**src/rtl/controlador_ram.sv**
```systemverilog
// Burst controller for a synchronous single-port RAM: turns one request into N
// consecutive address beats (write or read) and returns read data in address order.
module controlador_ram (
  input  logic       clk,
  input  logic       rst,
  input  logic       req_valid,
  output logic       req_ready,
  input  logic       req_we,
  input  logic [7:0] req_dir,
  input  logic [7:0] req_len,
  input  logic [7:0] req_dato,
  output logic [7:0] direccion,
  output logic [7:0] dato_e,
  output logic       EN,
  input  logic [7:0] dato_s,
  output logic       resp_valid,
  output logic [7:0] resp_dato,
  output logic       fin
);

  // Handshake: a request transfers on a rising edge where req_valid && req_ready;
  // req_ready is high exactly while the FSM is IDLE. resp_valid has no ready and
  // is consumed in the cycle it is shown.
  typedef enum logic [1:0] {
    IDLE    = 2'd0,
    RAFAGA  = 2'd1,
    DRENAJE = 2'd2
  } estado_t;

  estado_t    estado_q;
  estado_t    estado_d;
  logic [7:0] restantes_q;
  logic [7:0] restantes_d;
  logic       we_q;
  logic       we_d;
  logic       rd_pend_q;
  logic       rd_pend_d;
  logic [7:0] direccion_d;
  logic [7:0] dato_e_d;
  logic       en_d;
  logic       fin_d;
  logic       resp_valid_d;
  logic [7:0] resp_dato_d;

  assign req_ready = (estado_q == IDLE);

  always_ff @(posedge clk) begin
    if (rst) begin
      estado_q <= IDLE;
    end else begin
      estado_q <= estado_d;
    end
  end

  always_comb begin
    estado_d = estado_q;
    unique case (estado_q)
      IDLE:    if (req_valid) estado_d = RAFAGA;
      RAFAGA:  if (restantes_q == 8'd0) estado_d = we_q ? IDLE : DRENAJE;
      DRENAJE: if (!rd_pend_q) estado_d = IDLE;
      default: estado_d = IDLE;
    endcase
  end

  // Next values of the registered RAM and response outputs.
  always_comb begin
    direccion_d  = direccion;
    dato_e_d     = dato_e;
    en_d         = 1'b0;
    restantes_d  = restantes_q;
    we_d         = we_q;
    fin_d        = 1'b0;
    rd_pend_d    = (estado_q == RAFAGA) && !we_q;
    resp_valid_d = rd_pend_q;
    resp_dato_d  = rd_pend_q ? dato_s : resp_dato;
    unique case (estado_q)
      IDLE: begin
        if (req_valid) begin
          direccion_d = req_dir;
          en_d        = req_we;
          we_d        = req_we;
          restantes_d = req_len;
          if (req_we) dato_e_d = req_dato;
        end
      end
      RAFAGA: begin
        if (restantes_q != 8'd0) begin
          direccion_d = direccion + 8'd1;
          restantes_d = restantes_q - 8'd1;
          if (we_q) begin
            dato_e_d = dato_e + 8'd1;
            en_d     = 1'b1;
          end
        end else begin
          fin_d = we_q;
        end
      end
      // The last read beat is still one RAM cycle plus one register away.
      DRENAJE: fin_d = !rd_pend_q;
      default: fin_d = 1'b0;
    endcase
  end

  always_ff @(posedge clk) begin
    if (rst) begin
      direccion   <= 8'd0;
      dato_e      <= 8'd0;
      EN          <= 1'b0;
      restantes_q <= 8'd0;
      we_q        <= 1'b0;
      rd_pend_q   <= 1'b0;
      resp_valid  <= 1'b0;
      resp_dato   <= 8'd0;
      fin         <= 1'b0;
    end else begin
      direccion   <= direccion_d;
      dato_e      <= dato_e_d;
      EN          <= en_d;
      restantes_q <= restantes_d;
      we_q        <= we_d;
      rd_pend_q   <= rd_pend_d;
      resp_valid  <= resp_valid_d;
      resp_dato   <= resp_dato_d;
      fin         <= fin_d;
    end
  end

endmodule

```
**config.mk**
```make
export PLATFORM = sky130hd
export DESIGN_NAME = controlador_ram
export DESIGN_NICKNAME = d
export VERILOG_FILES = /design/src/rtl/controlador_ram.sv
export SDC_FILE = /design/constraint.sdc
export NUM_CORES = 1
export LEC_CHECK = 0
export CAP_MARGIN = 20
export CORE_MARGIN = 5
export CORE_UTILIZATION = 35
export DETAILED_ROUTE_END_ITERATION = 16
export GPL_ROUTABILITY_DRIVEN = 0
export GPL_TIMING_DRIVEN = 1
export HOLD_SLACK_MARGIN = 0.05
export PLACE_DENSITY = 0.6
export SETUP_SLACK_MARGIN = 0.4
export SYNTH_ARGS = -nofsm -noshare
export SYNTH_HDL_FRONTEND = slang
export SYNTH_SLANG_ARGS = --single-unit
```
**constraint.sdc**
```tcl
create_clock -name clk -period 2.8 [get_ports clk]
set_input_delay 0.7 -clock clk [delete_from_list [all_inputs] [get_ports clk]]
set_output_delay 0.7 -clock clk [all_outputs]
set_load 0.01 [all_outputs]
```
==> results by group <==
Yosys
  • XOR/XNOR Fraction of Synth Area: 0%
  • Largest family of logic cells by synthesized area: compound AO/OA/AOI/OAI gates
  • Cells after Synth: 256
  • Adder-Cell Fraction of Synth Area: 4.065%
  • Main flop type after synthesis: dfxtp_1
  • Avg Inst Size Synth: 8.416 um2
  • Yosys top cell area share: 36.24%
  • Area fraction in compound gates after synthesis: 27.70%
  • Post-Synth Simple-Gate Area: 20.62%
  • Number of library cell types mapped by synthesis: 52
  • Cell Area, Synth: 0.002155 mm2
  • Synthesized net count: 299
  • Multiplexer share of the synthesized area: 5.633%
  • Sequential area share after synthesis: 36.24%
  • Number of synthesized flops with an enable pin: 0
  • Synth area leaders: dfxtp_1, a21oi_1, mux2i_1
  • Yosys top cell by area: dfxtp_1
  • Async SR Flop Fraction: 0%
  • Synth Register Bits: 39
  • Synth warn: 0

CTS
  • Clk_lat worst skew: 300 ps
  • Num Clock Sinks: 39
  • CTS tree: done
  • Clk slew on worst S/H paths: 80 ps
  • Max Root-Sink Buffers: 2
  • Htree depth: 2
  • Post-CTS sizing: 0
  • Setup Fix Bufs, Post-CTS: 0
  • TritonCTS Buffers: 5
  • # hold bufs at CTS: 0
  • Root buffer cell: clkbuf_8

STA
  • Worst setup slack after layout: 500.6 ps
  • Setup TNS: 0 ps
  • Final hold violation count: 0
  • Final setup viols: 0
  • Tcrit/Tclk final: 82.12%
  • Clock skew: 4.497 ps
  • Slew headroom: 48.52%
  • Fmax: 0.4349 GHz
  • Fin crit period: 2299 ps
  • Fin. max-slew vios: 0
  • Measured slew at the worst slew-check pin: 765.1 ps
  • RSZ-0062 raised after global routing: no

Critical path
  • Startpoint types: flop
  • Critical Path Fanout Max: 7
  • Worst setup EP type: output port
  • R2R setup slack: 660 ps
  • RR Startpoint: estado_q[1]
  • Cells on worst reg2reg path: 7
  • CP Data Required Time: 2100 ps
  • Crit Path Class: flop to output port
  • FF-to-FF End: dato_e[3]
  • CP Launch Point: estado_q[1]
  • CP Data Arrival Time: 1600 ps
  • Worst Setup EP: req_ready

Outcome
  • Status: complete, no violations

Place
  • IO Port Bufs: 63
  • Pre-CTS setup slack: 259.8 ps
  • Placed Area: 0.002838 mm2
  • Dpl cells: 385
  • DP Wirelength: 4100 um

Power
  • PD cells: 961.2 mW/mm2
  • P_leak: 1.044 nW
  • Peak supply drop: 0.4470 mV

Detailed routing
  • WL final: 5715 um
  • DR WL/cell: 14.54 um
  • Via count: 2078
  • DRC Markers: 0
  • Vias per cell: 5.288
  • Initial DRC count: 102
  • Post-route ant nets: 0
  • Router iterations before antenna repair: 4

Final layout
  • Final #Nets: 360
  • Fin area: 0.002950 mm2
  • Layout area overhead: 36.93%
  • Cell Count, Final, Fillers Out: 393
  • Antenna diodes: 0
  • Fill cells: 605
  • Layout cells sized above 1: 9.119%

Global route
  • Number of global-route vias before repair: 2034
  • GRT Util Overall: 14.90%
  • Initial antenna violation count: 0
  • Remaining Overflow, GRT: 0
  • First-pass GRT wire length: 9308 um
  • Largest net degree at the start of global routing: 37

Die
  • Die W: 88.46 um
  • Row cnt: 28
  • I/O pin cnt: 64
  • Initial cell density of the core: 36.18%
  • CORE AREA: 0.005956 mm2
  • Chip Height: 88.46 um
  • Die area: 0.007825 mm2

Run
  • Max-cap viol count: 0

Worst hold path
  • Worst Hold Class: flop to flop
## synthesized netlist by cell type, types with 4 or more instances
cell and instances:
a211oi_1 5, a21oi_1 24, clkbuf_1 7, dfxtp_1 39
ha_1 7, inv_1 9, mux2i_1 11, nand2_1 24
nand3_1 8, nor2_1 22, nor2b_1 4, nor3_1 7
nor4_1 5, o21a_1 4, o21ai_0 18, o32ai_1 7
## flip-flops by register name, summed over array words and instances (netlist names)
signal	count
EN	1
resp_valid	1
dato_e	8
resp_dato	8
restantes_q	8
direccion	8
estado_q	2
fin	1
rd_pend_q	1
we_q	1
## cell usage in the layout (no fill, tap or decap), types with 6 or more instances in the layout
master	Yosys	final
nand2_1	24	24
buf_4	3	6
nor2_1	22	22
nor3_1	7	7
dfxtp_1	39	39
a21oi_1	24	24
clkdlybuf4s50_1	0	63
inv_1	9	9
o32ai_1	7	7
o21ai_0	18	18
ha_1	7	7
nand3_1	8	8
mux2i_1	11	11
## how the worst min path moves through the flow
stage          cells after the start         to  startpoint  slack, ps
2_1_floorplan                      1  rd_pend_q        we_q        440
3_3_place_gp                       1  rd_pend_q        we_q        470
3_5_place_dp                       1  rd_pend_q        we_q        470
4_1_cts                            1  rd_pend_q        we_q        490
5_1_grt                            2  dato_e[7]   dato_e[7]        520
6_report                           1  rd_pend_q        we_q        480
## logic make-up after synthesis
group | count (synthesis)
and+or+nand+nor | 87
adders and majority gates | 7
DFF | 39
buffers and inverters | 25
AOI/OAI and AO/OA | 86
muxes | 12
## metrics by stage
stage / util [%] / power (mW) / hold slack [ps]
after floorplan: - / 1.888 / 437.5
after global placement: 47.65 / 2.367 / 468.9
after detailed placement: 47.65 / 2.372 / 470.6
after CTS: 49.54 / 2.857 / 489.3
after global routing: 49.54 / 3.053 / 524.1
final: 49.54 / 2.836 / 483.5
## worst max-delay path: stages, from the launching register on
cell and delay, ps:
dfxtp_1 340, inv_1 80, ha_1 300, clkdlybuf4s50_1 590
## power breakdown
group / switching (mW) / internal [mW]
Combinational: 0.756 / 0.683
Clock: 0.211 / 0.265
Sequential: 0.200 / 0.720
## routing by layer
layer  wire (um)  GRT usage [%]
met5           0              0
met4          53          4.945
met3         257          2.980
met2        2766          25.49
met1        2638          18.73
## area by class of cell
cell class / count / area, um2 / share of cell area [%]
flip-flops and latches: 39 / 780.7 / 26.46
clock buffers: 5 / 68.82 / 2.332
multi-input cells: 192 / 1250 / 42.37
well taps: 75 / 93.84 / 3.181
inverters: 10 / 37.54 / 1.272
repair buffers: 69 / 675.6 / 22.90
clock inverters: 3 / 43.79 / 1.484
Power figures use the tool's default switching activity.
